File: config.mk
export PLATFORM = sky130hd
export DESIGN_NAME = clk_div_sched_flat
export DESIGN_NICKNAME = d
export VERILOG_FILES = /design/src/rtl/clk_div_pkg.sv /design/src/rtl/clk_div_sched_if.sv /design/src/rtl/clk_div_core.sv /design/src/rtl/clk_div_sched.sv /design/src/flat_wrapper.sv
export SDC_FILE = /design/constraint.sdc
export NUM_CORES = 1
export LEC_CHECK = 0
export CORE_ASPECT_RATIO = 0.8
export CORE_MARGIN = 2
export CORE_UTILIZATION = 55
export DETAILED_ROUTE_END_ITERATION = 12
export GPL_TIMING_DRIVEN = 0
export PLACE_DENSITY = 0.79
export SYNTH_ARGS = -nofsm -noshare
export SYNTH_HDL_FRONTEND = slang
export SYNTH_HIERARCHICAL = 1
export SYNTH_SLANG_ARGS = --single-unit
File: constraint.sdc
create_clock -name clk -period 3.5 [get_ports clk]
set_input_delay 0.525 -clock clk [delete_from_list [all_inputs] [get_ports clk]]
set_output_delay 0.525 -clock clk [all_outputs]
set_load 0.03 [all_outputs]
File: src/rtl/clk_div_pkg.sv
// -----------------------------------------------------------------------------
// clk_div_pkg
// Shared definitions for the clock-divider scheduler: default ratio-field
// width, smallest legal divide ratio and the scheduler state encoding.
// Optional macro CLK_DIV_GATE_EN adds the GATED state to the encoding.
// -----------------------------------------------------------------------------
`timescale 1ns/1ps
package clk_div_pkg;

    localparam int DIV_W_DEF = 8;
    localparam int MIN_DIV   = 2;

`ifdef CLK_DIV_GATE_EN
    typedef enum logic [1:0] {
        ST_RUN    = 2'd0,
        ST_SWITCH = 2'd1,
        ST_GATED  = 2'd2
    } state_t;
`else
    typedef enum logic [1:0] {
        ST_RUN    = 2'd0,
        ST_SWITCH = 2'd1
    } state_t;
`endif

endpackage

File: src/rtl/clk_div_sched_if.sv
// -----------------------------------------------------------------------------
// clk_div_sched_if
// Ratio-request handshake and status bundle of the clock-divider scheduler.
//   cfg_valid  : new ratio request (master -> slave)
//   cfg_div    : requested ratio N (master -> slave)
//   cfg_ready  : request can be accepted (slave -> master)
//   busy       : an accepted ratio is pending application
//   cfg_err    : one-cycle pulse, illegal ratio rejected
//   div_active : ratio currently driving clk_out
// -----------------------------------------------------------------------------
`timescale 1ns/1ps
interface clk_div_sched_if
    import clk_div_pkg::*;
#(
    parameter int DIV_W = DIV_W_DEF
);
    logic             cfg_valid;
    logic [DIV_W-1:0] cfg_div;
    logic             cfg_ready;
    logic             busy;
    logic             cfg_err;
    logic [DIV_W-1:0] div_active;

    modport master (
        output cfg_valid, cfg_div,
        input  cfg_ready, busy, cfg_err, div_active
    );

    modport slave (
        input  cfg_valid, cfg_div,
        output cfg_ready, busy, cfg_err, div_active
    );
endinterface

File: src/rtl/clk_div_core.sv
// -----------------------------------------------------------------------------
// clk_div_core
// Fixed-ratio 50%-duty divider: period counter 0..N-1 on clk posedge, a
// posedge phase flop and a negedge copy that stretches the high phase by half
// a source cycle when N is odd.
//   clk     : source clock
//   rst_n   : asynchronous active-low reset
//   i_run   : 1 = count; 0 = hold counter at 0 and output low
//   i_div   : divide ratio N (>= 2), only changed by the caller at a boundary
//   o_last  : counter is at N-1, so the coming posedge is a period boundary
//   o_clk   : divided clock
// -----------------------------------------------------------------------------
`timescale 1ns/1ps
module clk_div_core #(
    parameter int DIV_W = 8
) (
    input  logic             clk,
    input  logic             rst_n,
    input  logic             i_run,
    input  logic [DIV_W-1:0] i_div,
    output logic             o_last,
    output logic             o_clk
);
    logic [DIV_W-1:0] r_cnt;
    logic             r_run;
    logic             r_pos;
    logic             r_neg;
    logic [DIV_W-1:0] w_cnt_nxt;
    logic [DIV_W-1:0] w_half;

    assign w_half = i_div >> 1;
    assign o_last = r_run && (r_cnt == i_div - 1'b1);

    // Coming out of reset or gating, the first enabled posedge is count 0
    // so that clk_out rises immediately.
    assign w_cnt_nxt = (!r_run || o_last) ? '0 : r_cnt + 1'b1;

    always_ff @(posedge clk or negedge rst_n) begin
        if (!rst_n) begin
            r_run <= 1'b0;
            r_cnt <= '0;
            r_pos <= 1'b0;
        end else if (!i_run) begin
            r_run <= 1'b0;
            r_cnt <= '0;
            r_pos <= 1'b0;
        end else begin
            r_run <= 1'b1;
            r_cnt <= w_cnt_nxt;
            r_pos <= (w_cnt_nxt < w_half);
        end
    end

    always_ff @(negedge clk or negedge rst_n) begin
        if (!rst_n) begin
            r_neg <= 1'b0;
        end else begin
            r_neg <= r_pos;
        end
    end

    // Odd N: high for floor(N/2) posedge cycles plus the half cycle covered
    // by the negedge copy, giving exactly N/2 source periods.
    assign o_clk = i_div[0] ? (r_pos | r_neg) : r_pos;

endmodule

File: src/rtl/clk_div_sched.sv
// -----------------------------------------------------------------------------
// clk_div_sched
// Glitch-free run-time ratio switching for clk_div_core. A legal request is
// held pending while the current output period finishes and is loaded at the
// next period boundary; ratios below MIN_DIV are rejected with cfg_err.
// Optional macro CLK_DIV_GATE_EN adds input en and the GATED state: en=0
// stops the output low at the next boundary, en=1 restarts it at once.
//   clk     : source clock
//   rst_n   : asynchronous active-low reset
//   en      : output enable (only with CLK_DIV_GATE_EN)
//   cfg     : ratio request / status bundle (clk_div_sched_if.slave)
//   clk_out : divided clock
// -----------------------------------------------------------------------------
`timescale 1ns/1ps
module clk_div_sched
    import clk_div_pkg::*;
#(
    parameter int DIV_W   = DIV_W_DEF,
    parameter int DEF_DIV = 3
) (
    input  logic           clk,
    input  logic           rst_n,
`ifdef CLK_DIV_GATE_EN
    input  logic           en,
`endif
    clk_div_sched_if.slave cfg,
    output logic           clk_out
);
    state_t           r_state;
    logic             r_ready;
    logic             r_busy;
    logic             r_err;
    logic [DIV_W-1:0] r_div;
    logic [DIV_W-1:0] r_pend;
    logic             w_last;
    logic             w_acc;
    logic             w_legal;
    logic             w_core_run;
`ifdef CLK_DIV_GATE_EN
    logic             r_has_pend;
`endif

    assign w_acc   = cfg.cfg_valid && r_ready;
    assign w_legal = (cfg.cfg_div >= DIV_W'(MIN_DIV));

`ifdef CLK_DIV_GATE_EN
    // Drop the core at the boundary posedge itself so no new period starts;
    // while gated the core follows en directly so it restarts on that edge.
    always_comb begin
        w_core_run = 1'b1;
        if (r_state == ST_GATED) begin
            w_core_run = en;
        end else if (w_last && !en) begin
            w_core_run = 1'b0;
        end
    end
`else
    assign w_core_run = 1'b1;
`endif

    always_ff @(posedge clk or negedge rst_n) begin
        if (!rst_n) begin
            r_state <= ST_RUN;
            r_ready <= 1'b0;
            r_busy  <= 1'b0;
            r_err   <= 1'b0;
            r_div   <= DIV_W'(DEF_DIV);
            r_pend  <= DIV_W'(DEF_DIV);
`ifdef CLK_DIV_GATE_EN
            r_has_pend <= 1'b0;
`endif
        end else begin
            r_err <= w_acc && !w_legal;
            case (r_state)
                ST_RUN: begin
`ifdef CLK_DIV_GATE_EN
                    if (w_last && !en) begin
                        r_state <= ST_GATED;
                        r_ready <= 1'b1;
                        r_busy  <= w_acc && w_legal;
                        r_has_pend <= w_acc && w_legal;
                        if (w_acc && w_legal) begin
                            r_pend <= cfg.cfg_div;
                        end
                    end else if (w_acc && w_legal) begin
`else
                    if (w_acc && w_legal) begin
`endif
                        // Even when accepted on a boundary edge, the ratio
                        // waits for the following boundary.
                        r_pend  <= cfg.cfg_div;
                        r_state <= ST_SWITCH;
                        r_ready <= 1'b0;
                        r_busy  <= 1'b1;
                    end else begin
                        r_ready <= 1'b1;
                        r_busy  <= 1'b0;
                    end
                end
                ST_SWITCH: begin
                    if (w_last) begin
                        r_div   <= r_pend;
                        r_ready <= 1'b1;
                        r_busy  <= 1'b0;
`ifdef CLK_DIV_GATE_EN
                        r_state <= en ? ST_RUN : ST_GATED;
`else
                        r_state <= ST_RUN;
`endif
                    end
                end
`ifdef CLK_DIV_GATE_EN
                ST_GATED: begin
                    if (en) begin
                        if (r_has_pend) begin
                            r_div <= r_pend;
                        end
                        r_has_pend <= 1'b0;
                        if (w_acc && w_legal) begin
                            r_pend  <= cfg.cfg_div;
                            r_state <= ST_SWITCH;
                            r_ready <= 1'b0;
                            r_busy  <= 1'b1;
                        end else begin
                            r_state <= ST_RUN;
                            r_busy  <= 1'b0;
                        end
                    end else if (w_acc && w_legal) begin
                        r_pend     <= cfg.cfg_div;
                        r_has_pend <= 1'b1;
                        r_busy     <= 1'b1;
                    end
                end
`endif
                default: begin
                    r_state <= ST_RUN;
                end
            endcase
        end
    end

    assign cfg.cfg_ready  = r_ready;
    assign cfg.busy       = r_busy;
    assign cfg.cfg_err    = r_err;
    assign cfg.div_active = r_div;

    clk_div_core #(
        .DIV_W (DIV_W)
    ) u_core (
        .clk    (clk),
        .rst_n  (rst_n),
        .i_run  (w_core_run),
        .i_div  (r_div),
        .o_last (w_last),
        .o_clk  (clk_out)
    );

endmodule

File: src/flat_wrapper.sv
// flat-port wrapper written by rule: the top's interface ports become plain ports
module clk_div_sched_flat import clk_div_pkg::*;
#(
    parameter int DIV_W   = DIV_W_DEF,
    parameter int DEF_DIV = 3
)
  (clk, rst_n, clk_out, cfg_cfg_valid, cfg_cfg_div, cfg_cfg_ready, cfg_busy, cfg_cfg_err, cfg_div_active);
  clk_div_sched_if #(.DIV_W(DIV_W)) cfg_i ();
  input  logic clk;
  input  logic rst_n;
  output logic clk_out;
  input wire logic [$bits(cfg_i.cfg_valid)-1:0] cfg_cfg_valid;
  input wire logic [$bits(cfg_i.cfg_div)-1:0] cfg_cfg_div;
  output wire logic [$bits(cfg_i.cfg_ready)-1:0] cfg_cfg_ready;
  output wire logic [$bits(cfg_i.busy)-1:0] cfg_busy;
  output wire logic [$bits(cfg_i.cfg_err)-1:0] cfg_cfg_err;
  output wire logic [$bits(cfg_i.div_active)-1:0] cfg_div_active;
  assign cfg_i.cfg_valid = cfg_cfg_valid;
  assign cfg_i.cfg_div = cfg_cfg_div;
  assign cfg_cfg_ready = cfg_i.cfg_ready;
  assign cfg_busy = cfg_i.busy;
  assign cfg_cfg_err = cfg_i.cfg_err;
  assign cfg_div_active = cfg_i.div_active;
  clk_div_sched #(.DIV_W(DIV_W), .DEF_DIV(DEF_DIV)) u_core (.clk(clk), .rst_n(rst_n), .cfg(cfg_i), .clk_out(clk_out));
endmodule
==> summary.txt <==
Critical path
  – Reg-to-Reg End: u_core/u_core/r_pos$_DFF_PN0_
  – WP data arrival: between 2 and 3 ns
  – Critical path's top delay family: flip-flops
  – Crit-path cells: a21o_1 > clkdlybuf4s15_1
  – R2r setup slk: approximately 0.19 ns
  – CP Max Fanout: 1
  – Worst Path Buf+Inv: 1
  – Critical path startpoint: u_core/u_core/r_neg$_DFF_NN0_
  – Worst EP required: 2.97 ns
  – Reg2reg path depth: 13
  – Reg-to-Reg Start: u_core/cfg.div_active[1]$_DFFE_PN1P_
  – Max stage delay cell, worst path: dfrtn_1
  – Critical path class: flip-flop to output pin
  – Max incr delay on CP: between 0.3 and 0.4 ns
  – Critical Path Start Type: flip-flop
  – Kind of end point of the critical path: output pin

STA
  – Worst hold slack: between 0.2 and 0.3 ns
  – Hold Violations, Final: 0
  – Worst-Margin Slew: between 0.6 and 0.7 ns
  – Unrepaired setup endpoints after global routing: no
  – Setup-failing EPs final: 0
  – Max Slew Vio Count: 0
  – Final TNS setup: 0 ns
  – Worst Skew: approximately 0.0078 ns
  – Slew margin rel.: 55.0%

Detailed routing
  – Drc violations: 0
  – Routed vias: 1425
  – Initial drt markers: 81
  – WL per Instance: 15.8 um
  – Total wire length: 3840 um
  – DR vias/cell: just under 6
  – Number of antenna-violating nets in the routed design: 0
  – DR pass1 iterations: 4

Cells and area
  – Most common cell after layout, fill and taps aside: dfrtp_1
  – Layout Nets: 221
  – Area grow syn2layout: 23.5%
  – N_diodes: 0
  – Share of cells above drive strength 1: 19.7%
  – Fin cells: 243
  – Most frequent cells in the layout: dfrtp_1, clkdlybuf4s50_1, nand2_1
  – Finished Core Util: a little under three quarters

Clocking
  – CTS Sinks: 31
  – TritonCTS buffer count: 5
  – H-tree depth: 2
  – CTS Hold Bufs: 0
  – CTS root buffer: clkbuf_8
  – Worst-case clock buffer depth: 2
  – Clk Latency, worst-skew pair: approximately 0.29 ns
  – CTS tree: built
  – Clock transition at path regs: approximately 0.060 ns

Global routing
  – Aggregate global routing overflow: 0
  – Grt met1 use: 30.3%
  – First-pass GRT wire length: around 6200 um
  – Gr busiest metal: met2
  – Met3 Resource Use GR: about 9.0%
  – Initial antenna violation count: 0
  – Number of global-route vias before repair: 1378
  – GRT Util Overall: about 22%
  – Largest net degree at the start of global routing: 32
  – Met2 Use GR: 32.9%

Min path
  – Worst hold path class: primary input to async pin

Synthesis
  – Synthesis Warnings: 6
  – Synth area leader: dfrtp_1
  – Cell variety after synth: 42
  – Post-synthesis register bit count: 31
  – Synth top area cells: dfrtp_1, dfstp_2, xnor2_1
  – Post-synth top area share: 35.9%
  – Synthesized cell area: 0.00181 mm^2
  – Register area share after synthesis: about 43%
  – Syn Area/Cell: 10.8 um^2
  – Syn Inst Count: ~170

Place
  – Detail Placement HPWL: about 2800 um
  – Placed Cells: ~230
  – Gpl congestion: 0.878
  – Port bufs: 22

Status
  – Outcome: finished, final reports clean

Floorplan
  – Area of the core: 0.00311 mm^2
  – Die Y: about 55 um
  – Die footprint: between 0.003 and 0.004 mm^2
  – Io pins: 23
  – Die X-Extent: ~68 um
  – Row Count: 18
  – Initial Util: about three fifths

Power and ir drop
  – Overall power: slightly above 0.7 mW
  – Pleak: approximately 1 nW
  – PwrDens: about 320 mW/mm^2
  – Max VDD drop: between 0.2 and 0.3 mV

Job
  – Maxcap violations: 0
sequential cells by signal (all words and copies together) (netlist names):
name                   flops
u_core/r_pend              8
u_core/cfg.cfg_err         1
u_core/u_core/r_pos        1
u_core/r_state             1
u_core/u_core/r_run        1
u_core/u_core/r_cnt        8
u_core/cfg.div_active      8
u_core/cfg.busy            1
u_core/cfg.cfg_ready       1
u_core/u_core/r_neg        1
per-layer routing:
| metal | share of wire, % | routed length, um | vias to the layer above |
|---|---|---|---|
| li1 | - | - | 684 |
| met1 | 47 | 1820 | 699 |
| met2 | 47 | 1800 | 37 |
| met3 | 4.7 | 181 | 5 |
| met4 | 0.91 | 35 | 0 |
| met5 | 0 | 0 | - |
worst reg2reg max path: cells and delay by family, from the launching register on:
kind / cells / cell delay [ns]
AO/OA/AOI/OAI: 5 / 1.06
XOR/XNOR: 1 / 0.14
adder cells (fa/ha/maj): 2 / 0.58
buffers and inverters: 2 / 0.25
flip-flops: 1 / 0.62
AND/OR/NAND/NOR: 3 / 0.56
worst max-delay path by stage:
stage,to,depth (start not counted)
6_report,clk_out,2
3_3_place_gp,u_core/u_core/r_neg$_DFF_NN0_,1
4_1_cts,u_core/u_core/r_neg$_DFF_NN0_,1
5_1_grt,u_core/u_core/r_pos$_DFF_PN0_,13
2_1_floorplan,u_core/u_core/r_pos$_DFF_PN0_,13
3_5_place_dp,u_core/u_core/r_neg$_DFF_NN0_,1
timing repair:
action                                 4_1_cts  5_1_grt
pin swaps                                    0        1
setup endpoints to repair                    2        2
gates resized for setup                      3        7
setup buffers                                0        1
endpoints found under the hold margin        0        0
power breakdown:
part	internal, mW	switching (mW)	leakage (nW)
clock	0.179	0.128	0.0515
sequential	0.360	0.00188	0.405
combinational	0.0173	0.0218	0.526
total	0.557	0.151	0.983
kinds of logic after synthesis:
kind of cell | Yosys count | synth area share [%]
DFF | 31 | 43.1
xor gates and xnor gates | 15 | 7.26
other | 1 | 0.207
and+or+nand+nor | 43 | 12.9
AOI/OAI and AO/OA | 43 | 19.3
adders and majority gates | 8 | 5.53
buffers and inverters | 17 | 5.60
muxes | 10 | 6.15
cell usage after synthesis, drive strengths merged:
cell and n:
nor2 4, conb 1, a211oi 12, o2bb2ai 1
mux2 9, a21o 4, or3 1, nor2b 1
or4 1, xor2 3, and3b 1, a21oi 6
and3 3, buf 6, o21a 2, a311oi 1
dfrtn 1, nand2 13, nor3b 1, nor3 2
o311a 1, dfstp 4, nand3 7, inv 11
ha 8, o21ai 3, dfrtp 26, nor4b 1
a22o 7, o41ai 1, nand4 1, nand2b 4
mux2i 1, o311ai 2, nor4 3, a2111oi 2
xnor2 12, a31o 1
final cells by class:
type | count | area, um^2
clock buffers | 8 | 100
inverters | 11 | 41.3
flip-flops and latches | 31 | 781
multi-input cells | 124 | 981
well taps | 40 | 50.0
plain buffers | 6 | 60.1
repair buffers | 23 | 223
fillers | 216 | 872
stage by stage:
step / instance area [um^2] / worst slack [ns]
after floorplan: 1830 / 0.322
after global placement: 2100 / -0.240
after detailed placement: 2100 / -0.328
after CTS: 2200 / 0.0130
after global routing: 2240 / 0.00335
final: 2240 / 0.0938
Note: power is estimated with default switching activity, not from simulation.
